[src/rtl/mem_ctrl.sv]
// rtl/mem_ctrl.sv - byte-serial RAM controller arbitrating load/store and instruction fetch
module mem_ctrl (
    input  logic        clk_in,
    input  logic        rst_in,
    input  logic        rdy_in,
    input  logic        rob_clear,
    input  logic        lsb_req,
    input  logic        lsb_is_store,
    input  logic [31:0] lsb_addr,
    input  logic [31:0] lsb_data,
    input  logic [2:0]  lsb_op,
    output logic        lsb_res_avail,
    output logic [31:0] lsb_res,
    output logic        mem_stuck,
    input  logic        if_req,
    input  logic [31:0] if_addr,
    output logic        if_res_avail,
    output logic [31:0] if_res,
    input  logic [7:0]  mem_din,
    output logic [7:0]  mem_dout,
    output logic [31:0] mem_a,
    output logic        mem_wr,
    input  logic        io_buffer_full
);
    localparam logic [2:0] S_IDLE  = 3'd0;
    localparam logic [2:0] S_LOAD  = 3'd1;
    localparam logic [2:0] S_STORE = 3'd2;
    localparam logic [2:0] S_FETCH = 3'd3;
    localparam logic [2:0] S_DONE  = 3'd4;

    logic [2:0]  state;
    logic [2:0]  cnt;
    logic [2:0]  n_bytes;
    logic [2:0]  op_r;
    logic [23:0] data_hi;
    logic [31:0] buf_r;
    logic [31:0] assembled;
    logic [31:0] load_ext;
    logic [1:0]  din_idx;
    logic        din_vld;
    logic        lsb_pend;
    logic        if_pend;
    logic        killed;
    logic        reading;
    logic        store_blocked;

    function automatic logic [2:0] bytes_of(input logic [1:0] sz);
        case (sz)
            2'b00:   bytes_of = 3'd1;
            2'b01:   bytes_of = 3'd2;
            default: bytes_of = 3'd4;
        endcase
    endfunction

    assign reading       = (state == S_LOAD || state == S_FETCH) && (cnt < n_bytes);
    assign store_blocked = lsb_is_store && io_buffer_full &&
                           (lsb_addr == 32'h0003_0000 || lsb_addr == 32'h0003_0004);
    assign mem_stuck     = io_buffer_full;
    assign mem_wr        = (state == S_STORE) && rdy_in;
    assign lsb_res_avail = lsb_pend && rdy_in && !rob_clear;
    assign if_res_avail  = if_pend && rdy_in && !rob_clear;

    always_comb begin
        assembled = buf_r;
        if (din_vld) begin
            assembled[{din_idx, 3'b000} +: 8] = mem_din;
        end
        load_ext = assembled;
        case (op_r[1:0])
            2'b00:   load_ext = {{24{!op_r[2] && assembled[7]}}, assembled[7:0]};
            2'b01:   load_ext = {{16{!op_r[2] && assembled[15]}}, assembled[15:0]};
            default: load_ext = assembled;
        endcase
    end

    // The RAM answers every cycle, stalled or not, so track which byte mem_din
    // carries and keep it; mem_a is held during a stall so the data stays valid.
    always_ff @(posedge clk_in or negedge rst_in) begin
        if (!rst_in) begin
            din_vld <= 1'b0;
            din_idx <= 2'd0;
            buf_r   <= 32'd0;
        end else begin
            din_vld <= reading;
            din_idx <= cnt[1:0];
            if (din_vld) begin
                buf_r[{din_idx, 3'b000} +: 8] <= mem_din;
            end
        end
    end

    always_ff @(posedge clk_in or negedge rst_in) begin
        if (!rst_in) begin
            state    <= S_IDLE;
            cnt      <= 3'd0;
            n_bytes  <= 3'd4;
            op_r     <= 3'd0;
            data_hi  <= 24'd0;
            mem_a    <= 32'd0;
            mem_dout <= 8'd0;
            lsb_pend <= 1'b0;
            if_pend  <= 1'b0;
            killed   <= 1'b0;
            lsb_res  <= 32'd0;
            if_res   <= 32'd0;
        end else if (rdy_in) begin
            case (state)
                S_IDLE: begin
                    if (!rob_clear) begin
                        if (lsb_req && !store_blocked) begin
                            state    <= lsb_is_store ? S_STORE : S_LOAD;
                            mem_a    <= lsb_addr;
                            cnt      <= 3'd0;
                            n_bytes  <= bytes_of(lsb_op[1:0]);
                            op_r     <= lsb_op;
                            data_hi  <= lsb_data[31:8];
                            mem_dout <= lsb_data[7:0];
                            killed   <= 1'b0;
                        end else if (if_req) begin
                            state   <= S_FETCH;
                            mem_a   <= if_addr;
                            cnt     <= 3'd0;
                            n_bytes <= 3'd4;
                            op_r    <= 3'b010;
                        end
                    end
                end
                S_LOAD, S_FETCH: begin
                    if (rob_clear) begin
                        state <= S_IDLE;
                    end else if (cnt == n_bytes) begin
                        state <= S_DONE;
                        if (state == S_LOAD) begin
                            lsb_pend <= 1'b1;
                            lsb_res  <= load_ext;
                        end else begin
                            if_pend <= 1'b1;
                            if_res  <= assembled;
                        end
                    end else begin
                        cnt <= cnt + 3'd1;
                        if (cnt + 3'd1 < n_bytes) begin
                            mem_a <= mem_a + 32'd1;
                        end
                    end
                end
                S_STORE: begin
                    // A flushed store still writes every byte; only its completion is dropped.
                    if (cnt == n_bytes - 3'd1) begin
                        state    <= S_DONE;
                        lsb_pend <= !(killed || rob_clear);
                    end else begin
                        cnt    <= cnt + 3'd1;
                        mem_a  <= mem_a + 32'd1;
                        killed <= killed || rob_clear;
                        case (cnt[1:0])
                            2'd0:    mem_dout <= data_hi[7:0];
                            2'd1:    mem_dout <= data_hi[15:8];
                            default: mem_dout <= data_hi[23:16];
                        endcase
                    end
                end
                S_DONE: begin
                    state    <= S_IDLE;
                    lsb_pend <= 1'b0;
                    if_pend  <= 1'b0;
                end
                default: state <= S_IDLE;
            endcase
        end
    end
endmodule

[config.mk]
export PLATFORM = sky130hd
export DESIGN_NAME = mem_ctrl
export DESIGN_NICKNAME = d
export VERILOG_FILES = /design/src/rtl/mem_ctrl.sv
export SDC_FILE = /design/constraint.sdc
export NUM_CORES = 1
export LEC_CHECK = 0
export CAP_MARGIN = 10
export CORE_UTILIZATION = 45
export DETAILED_ROUTE_END_ITERATION = 7
export PLACE_DENSITY = 0.88
export SYNTH_ARGS = -nofsm -noshare
export SYNTH_HDL_FRONTEND = slang
export SYNTH_SLANG_ARGS = --single-unit
[constraint.sdc]
create_clock -name clk_in -period 2.35 [get_ports clk_in]
set_input_delay 0.47 -clock clk_in [delete_from_list [all_inputs] [get_ports clk_in]]
set_output_delay 0.47 -clock clk_in [all_outputs]
set_load 0.05 [all_outputs]
# --- Word-level counts from Yosys, hierarchy flattened ---
# Cells that the tools add are included.
op_classes:
  magnitude_cmp: 2
  shift: 2
  n_reduce_logical: 38
  muxes: 49
  eq_ne: 23
  n_addsub: 4
  bitwise_logic: 2
op_table:
  columns: ["op", "count"]
  rows:
  - ["$mux 32", 8]
  - ["$pmux 32 s3", 1]
  - ["$eq 32x18->1 const B", 2]
  - ["$pmux 32 s2", 1]
  - ["$mux 3", 16]
  - ["$add 32x1->32 const B", 1]
  - ["$bwmux 32", 1]
  - ["$pmux 8 s2", 2]
  - ["$shift 8x7->32 const A", 1]
  - ["$shiftx 8x7->32", 1]
  - ["$reduce_and 5->1", 5]
  - ["$mux 8", 3]
  - ["$ne 2x2->1 const B", 9]
  - ["$pmux 3 s3", 2]
  - ["$logic_and 1x1->1", 11]
  - ["$mux 1", 10]
  - ["$reduce_and 4->1", 2]
  - ["$reduce_and 8->1", 1]
  - ["$neg 5->7", 1]
  - ["$reduce_and 7->1", 1]
  - ["$eq 2x1->1 const B", 3]
  - ["$eq 3x2->1 const B", 2]
  - ["$eq 3x3->1", 2]
  - ["$logic_not 2->1", 3]
  - ["19 further kinds", 31]
word_totals:
  wordCells: 135
  in_bits: 115
  reg_bits: 178

# --- Longest topological paths before layout ---
depth:
  word_depth: 8
  ltp_mapped: 10

# --- Worst setup path after synthesis ---
# No wires, ideal clock.
synth_path:
  path_kind: "reg2reg"
  start: "register mem_a[9]"
  end: "register mem_a[30]"
  stages_incl_launch_ff: 8
  path_slack_ns: 0.006
  t_required_ns: 2.226
  synth_period_minus_slack_ns: 2.344
  n_path_buf: 1
  arrival_time_ns: 2.220
  setup_time_ns: 0.124
  cell_sequence: "dfrtp_1 > nand3_2 > or4_1 > buf_2 > or3_4 > nor2_4 > o21ai_1 > o2bb2ai_2"
synth_between:
  elab_chain_len: 5
synth_rtl:
  columns: ["element", "line_no", "source"]
  rows:
  - ["start: declaration", "21", "output logic [31:0] mem_a,"]
  - ["start signal: assignment", "112", "mem_a <= lsb_addr;"]
  - ["start signal: assignment", "121", "mem_a <= if_addr;"]
  - ["start signal: assignment", "143", "mem_a <= mem_a + 32'd1;"]
  - ["$add 32x1->32 *", "143, 154", null]
  - ["$mux 32", "142", "if (cnt + 3'd1 < n_bytes) begin"]
  - ["$mux 32", "131", "end else if (cnt == n_bytes) begin"]
  - ["$mux 32", "129", "if (rob_clear) begin"]
  - ["$pmux 32 s3 *", "107", "case (state)"]
# Mark *: on every way between the ends. The rest lies on a longest branch, timed or not. The select of a mux whose other input is x is not followed.
# A chain may end at the register's enable or synchronous reset.

# --- Final worst setup path ---
layout_path:
  start: "input lsb_addr[21]"
  end: "register mem_a[0]"
layout_between:
  elab_chain_len: 8
layout_rtl:
  columns: ["element", "line_no", "source"]
  rows:
  - ["start: declaration", "9", "input logic [31:0] lsb_addr,"]
  - ["$eq 32x18->1", "57", "(lsb_addr == 32'h0003_0000 || lsb_addr == 32'h0003_0004);"]
  - ["$logic_or 1x1->1 *", "57", null]
  - ["$logic_and 1x1->1 *", "56", "assign store_blocked = lsb_is_store && io_buffer_full &&"]
  - ["$logic_not 1->1 *", "110", "if (lsb_req && !store_blocked) begin"]
  - ["$logic_and 1x1->1 *", "110", null]
  - ["$mux 32", "110", null]
  - ["$mux 32", "109", "if (!rob_clear) begin"]
  - ["$pmux 32 s3", "107", null]
# Marked as above.

==> reports/qor_table.md <==
| Stage | Metric | Value |
| --- | --- | --- |
| outcome | Outcome | finished with violations |
| outcome | Failing checks | negative setup slack |
| global route | Combined global-route utilization of all metal layers | 0.270 |
| routing | Drt via density | 6.02 |
| die | Die width | 142 um |
| logic synthesis | Mapped cell area | 8760 um^2 |
| final layout | Share of the core filled with cells in the final layout | 0.695 |
| worst setup path | Crit Path Category | in -> reg |
| logic synthesis | Main synth FF type | dfrtp_1 |
| final layout | Ratio of cells with drive above 1 in the final layout | 0.232 |
| final layout | Antenna diode count | 0 |
| logic synthesis | Total of flip-flops plus latches after synthesis | 178 |
| job | Reported max-cap violation count | 0 |
| final layout | Design area | 13100 um^2 |
| global route | Number of global-route vias before repair | 8066 |
| routing | Average wire per cell in the routed design | 20.7 um |
| routing | Final wirelength | 29700 um |
| die | Initial Util | 0.464 |
| clock tree | Clk root buf | clkbuf_16 |
| power and ir drop | Total power density per cell area | 1290 nW/um^2 |
| logic synthesis | Post-synth ARST share | 1.00 |
| logic synthesis | Number of flops mapped to enable cells by yosys | 0 |
| logic synthesis | Number of distinct library cells after synthesis | 79 |
| worst setup path | Setup crit start kind | primary input |
| logic synthesis | Dominant combinational cell family by area after synthesis | compound AO/OA/AOI/OAI gates |
| place | Quantity of I/O buffers inserted on ports | 222 |
| place | Placed cell area | 12000 um^2 |
| final layout | Area growth from synthesis to layout | 49.9% |
| final layout | Most common cell after layout, fill and taps aside | clkdlybuf4s50_1 |
| sta | Highest clock frequency the design can meet | 343 MHz |
| final layout | Final layout net count | 1293 |
| power and ir drop | Leakage power | 5.80 nW |
| worst hold path | Hold Path Class | in -> async |
| sta | Slew Limit Headroom | 0.505 |
| logic synthesis | Share of the synthesized area in the top cell type | 0.506 |
| die | Total die area | 20000 um^2 |
| place | Half-perimeter wire length of the detailed placement result | 19000 um |
| global route | Global-route met3 utilization | 0.0523 |
| logic synthesis | Sequential element share of the synthesized area | 0.509 |
| logic synthesis | Largest cells by area after synthesis | dfrtp_1, mux2_2, a21oi_1, a22o_1, o21ai_0 |
| global route | Most utilized layer in the global route result | met2 |
| worst setup path | Type of element capturing the critical path | register |
| worst setup path | Worst-path fanout max | 7 |
| logic synthesis | Simple-gate portion of the synthesized area | 0.139 |
| die | Area inside the core boundary | 18900 um^2 |
| place | Cell total after placement | 1377 |
| logic synthesis | Synth Area in XOR/XNOR | 0.00471 |
| final layout | Layout Cells excl Fill | 1435 |
| routing | Number of nets with antenna violations after routing | 0 |
| clock tree | Number of H-tree levels | 4 |
| logic synthesis | Number of instances in the synthesized netlist | 843 |
| global route | Met2 demand-to-capacity share in global routing | 0.435 |
| logic synthesis | Adder-cell area share of the yosys netlist | 0.0229 |
| final layout | Layout filler cell count | 1329 |
| place | Placer's final routability congestion estimate | 0.957 |
| sta | Clock skew | 13.0 ps |
| sta | Final period util | 1.24 |
| die | Cell Rows | 50 |
| sta | Post-route worst hold slack | 25.0 ps |
| clock tree | Clock-pin slew on the worst setup and hold paths | 80 ps |
| clock tree | Later-pin clock latency in the skew report | 440 ps |
| logic synthesis | Post-synthesis compound-gate area fraction | 0.211 |
| logic synthesis | Number of warning messages in the yosys log | 0 |
| clock tree | Maximum count of clock buffers along a single path | 2 |
| clock tree | CTS Sinks | 178 |
| sta | Transition at the pin with the smallest max-transition slack | 736 ps |
| worst setup path | Cell family contributing the most delay on the critical path | compound AO/OA/AOI/OAI gates |
| sta | Final min period | 2920 ps |
| worst setup path | Arr. time, crit path | 3240 ps |
| logic synthesis | Mux share of post-synthesis cell area | 0.0730 |
| logic synthesis | Net Count, Synth | 974 |
| worst setup path | Crit-path cells | clkdlybuf4s50_1 -> nor4_2 -> nand3_1 -> o31a_1 -> buf_6 -> o221ai_4 -> clkbuf_16 -> a21oi_1 -> a22o_1 |
| sta | Number of endpoints with negative hold slack in the final report | 0 |
| worst setup path | Worst Path Required | 2670 ps |
| worst setup path | Critical Path Slowest Stage Cell | nor4_2 |
| worst setup path | Number of buffer and inverter stages on the critical path | 3 |
| global route | Overflow left after global routing | 0 |
| global route | Met1 Resource Use GR | 0.356 |
| routing | Remaining routing DRC violations | 0 |
| clock tree | CTS tree | done |
| sta | Finish-stage setup viols | 76 |
| sta | Final Slew Violations | 0 |
| routing | DR pass1 iterations | 5 |
| final layout | Commonest cells after routing, fill and taps aside | clkdlybuf4s50_1, dfrtp_1, buf_4, a21oi_1, nor2_1 |
| die | Count of pins on the block boundary | 223 |
| sta | Worst Setup Slack, final | -569 ps |
| die | Floorplan die height | 142 um |
| routing | Detailed router's first-iteration violation count | 818 |
| sta | RSZ-0062 raised after global routing | true |
| sta | Aggregate negative setup slack | -26530 ps |
| worst setup path | Maximum single-stage delay on the critical path | 580 ps |
| logic synthesis | Library cell with the largest summed area after synthesis | dfrtp_1 |
| clock tree | Number of buffers created by CTS | 17 |
| global route | Number of antenna violations at the first check in global routing | 0 |
| logic synthesis | Average cell area after synthesis | 10.4 um^2 |
| clock tree | # hold bufs at CTS | 0 |
| global route | Largest net degree at the start of global routing | 65 |
| routing | Vias | 8639 |
| global route | Global-route wire length before repair | 42100 um |
| power and ir drop | Maximum ir drop on the vdd rail | 0.806 mV |
-- layer usage --
metal	wire, um	up-vias	share of wire
li1	-	3771	-
met1	11100	4089	0.38
met2	13800	617	0.46
met3	2920	162	0.098
met4	1820	0	0.061
met5	0	-	0
-- area by class of cell --
class	count	area [um^2]	area share
multi-input combinational	591	4200	0.320
timing repair buffer	347	3440	0.262
sequential	178	4460	0.339
tap	260	325	0.0248
clock inverter	13	155	0.0118
inverter	27	101	0.00772
clock buffer	19	443	0.0337
-- flip-flops by register name, summed over array words and instances, names as in the netlist, 3 cells and up --
signal    count
cnt           3
data_hi      24
buf_r        32
if_res       32
mem_dout      8
n_bytes       3
mem_a        32
op_r          3
state         3
lsb_res      32
-- through the flow --
stage | setup slack (ps) | power, mW
after floorplan | 5.65 | 10.1
after global placement | -567 | 12.9
after detailed placement | -587 | 13.1
after CTS | -20.0 | 16.2
after global routing | -612 | 17.6
final | -569 | 16.9
-- power by group --
part           switching (mW)  internal [mW]  total [mW]
clock                    1.35           1.55        2.90
combinational            5.40           3.60        8.99
sequential              0.873           4.11        4.98
total                    7.62           9.26        16.9
-- Yosys cell counts (all sizes together) (4+ instances only) --
cell type  number
clkbuf         27
inv            27
nand2          63
nor2           69
o221ai          6
a22oi          10
a221o           5
nor4b           5
ha             16
nor3           13
nor4           13
nor2b           8
mux2           55
and4            4
a21oi          92
a221oi         12
a31oi          18
o31ai           8
buf            22
nand3          22
o21ai          55
dfrtp         177
nand2b          5
and3            9
o21a            5
nand4           7
o22a            5
a22o           35
or2             4
-- final timing paths --
path / start / end / slack (ps) / depth (start not counted)
max: lsb_addr[21] / mem_a[0]$_DFFE_PN0P_ / -570 / 9
min: rst_in / if_res[12]$_DFFE_PN0P_ / 30 / 1
max reg2reg: cnt[0]$_DFFE_PN0P_ / mem_a[0]$_DFFE_PN0P_ / -140 / 10
min reg2reg: if_res[1]$_DFFE_PN0P_ / if_res[1]$_DFFE_PN0P_ / 480 / 2
max in group asynchronous: rst_in / n_bytes[2]$_DFFE_PN1P_ / 1630 / 2
min in group clk_in: if_res[1]$_DFFE_PN0P_ / if_res[1]$_DFFE_PN0P_ / 480 / 2
-- cells by family after synthesis --
| family | Yosys count |
|---|---|
| compound gates | 278 |
| simple gates | 235 |
| flops | 178 |
| buf+inv | 76 |
| mux | 57 |
| fa+ha+maj | 16 |
| xor+xnor | 3 |
-- what timing repair did --
item	CTS	global route
resized for setup	18	57
pin swaps	5	25
setup endpoints to repair	82	97
gates cloned	2	7
buffers inserted	2	15
Power figures use the tool's default switching activity.
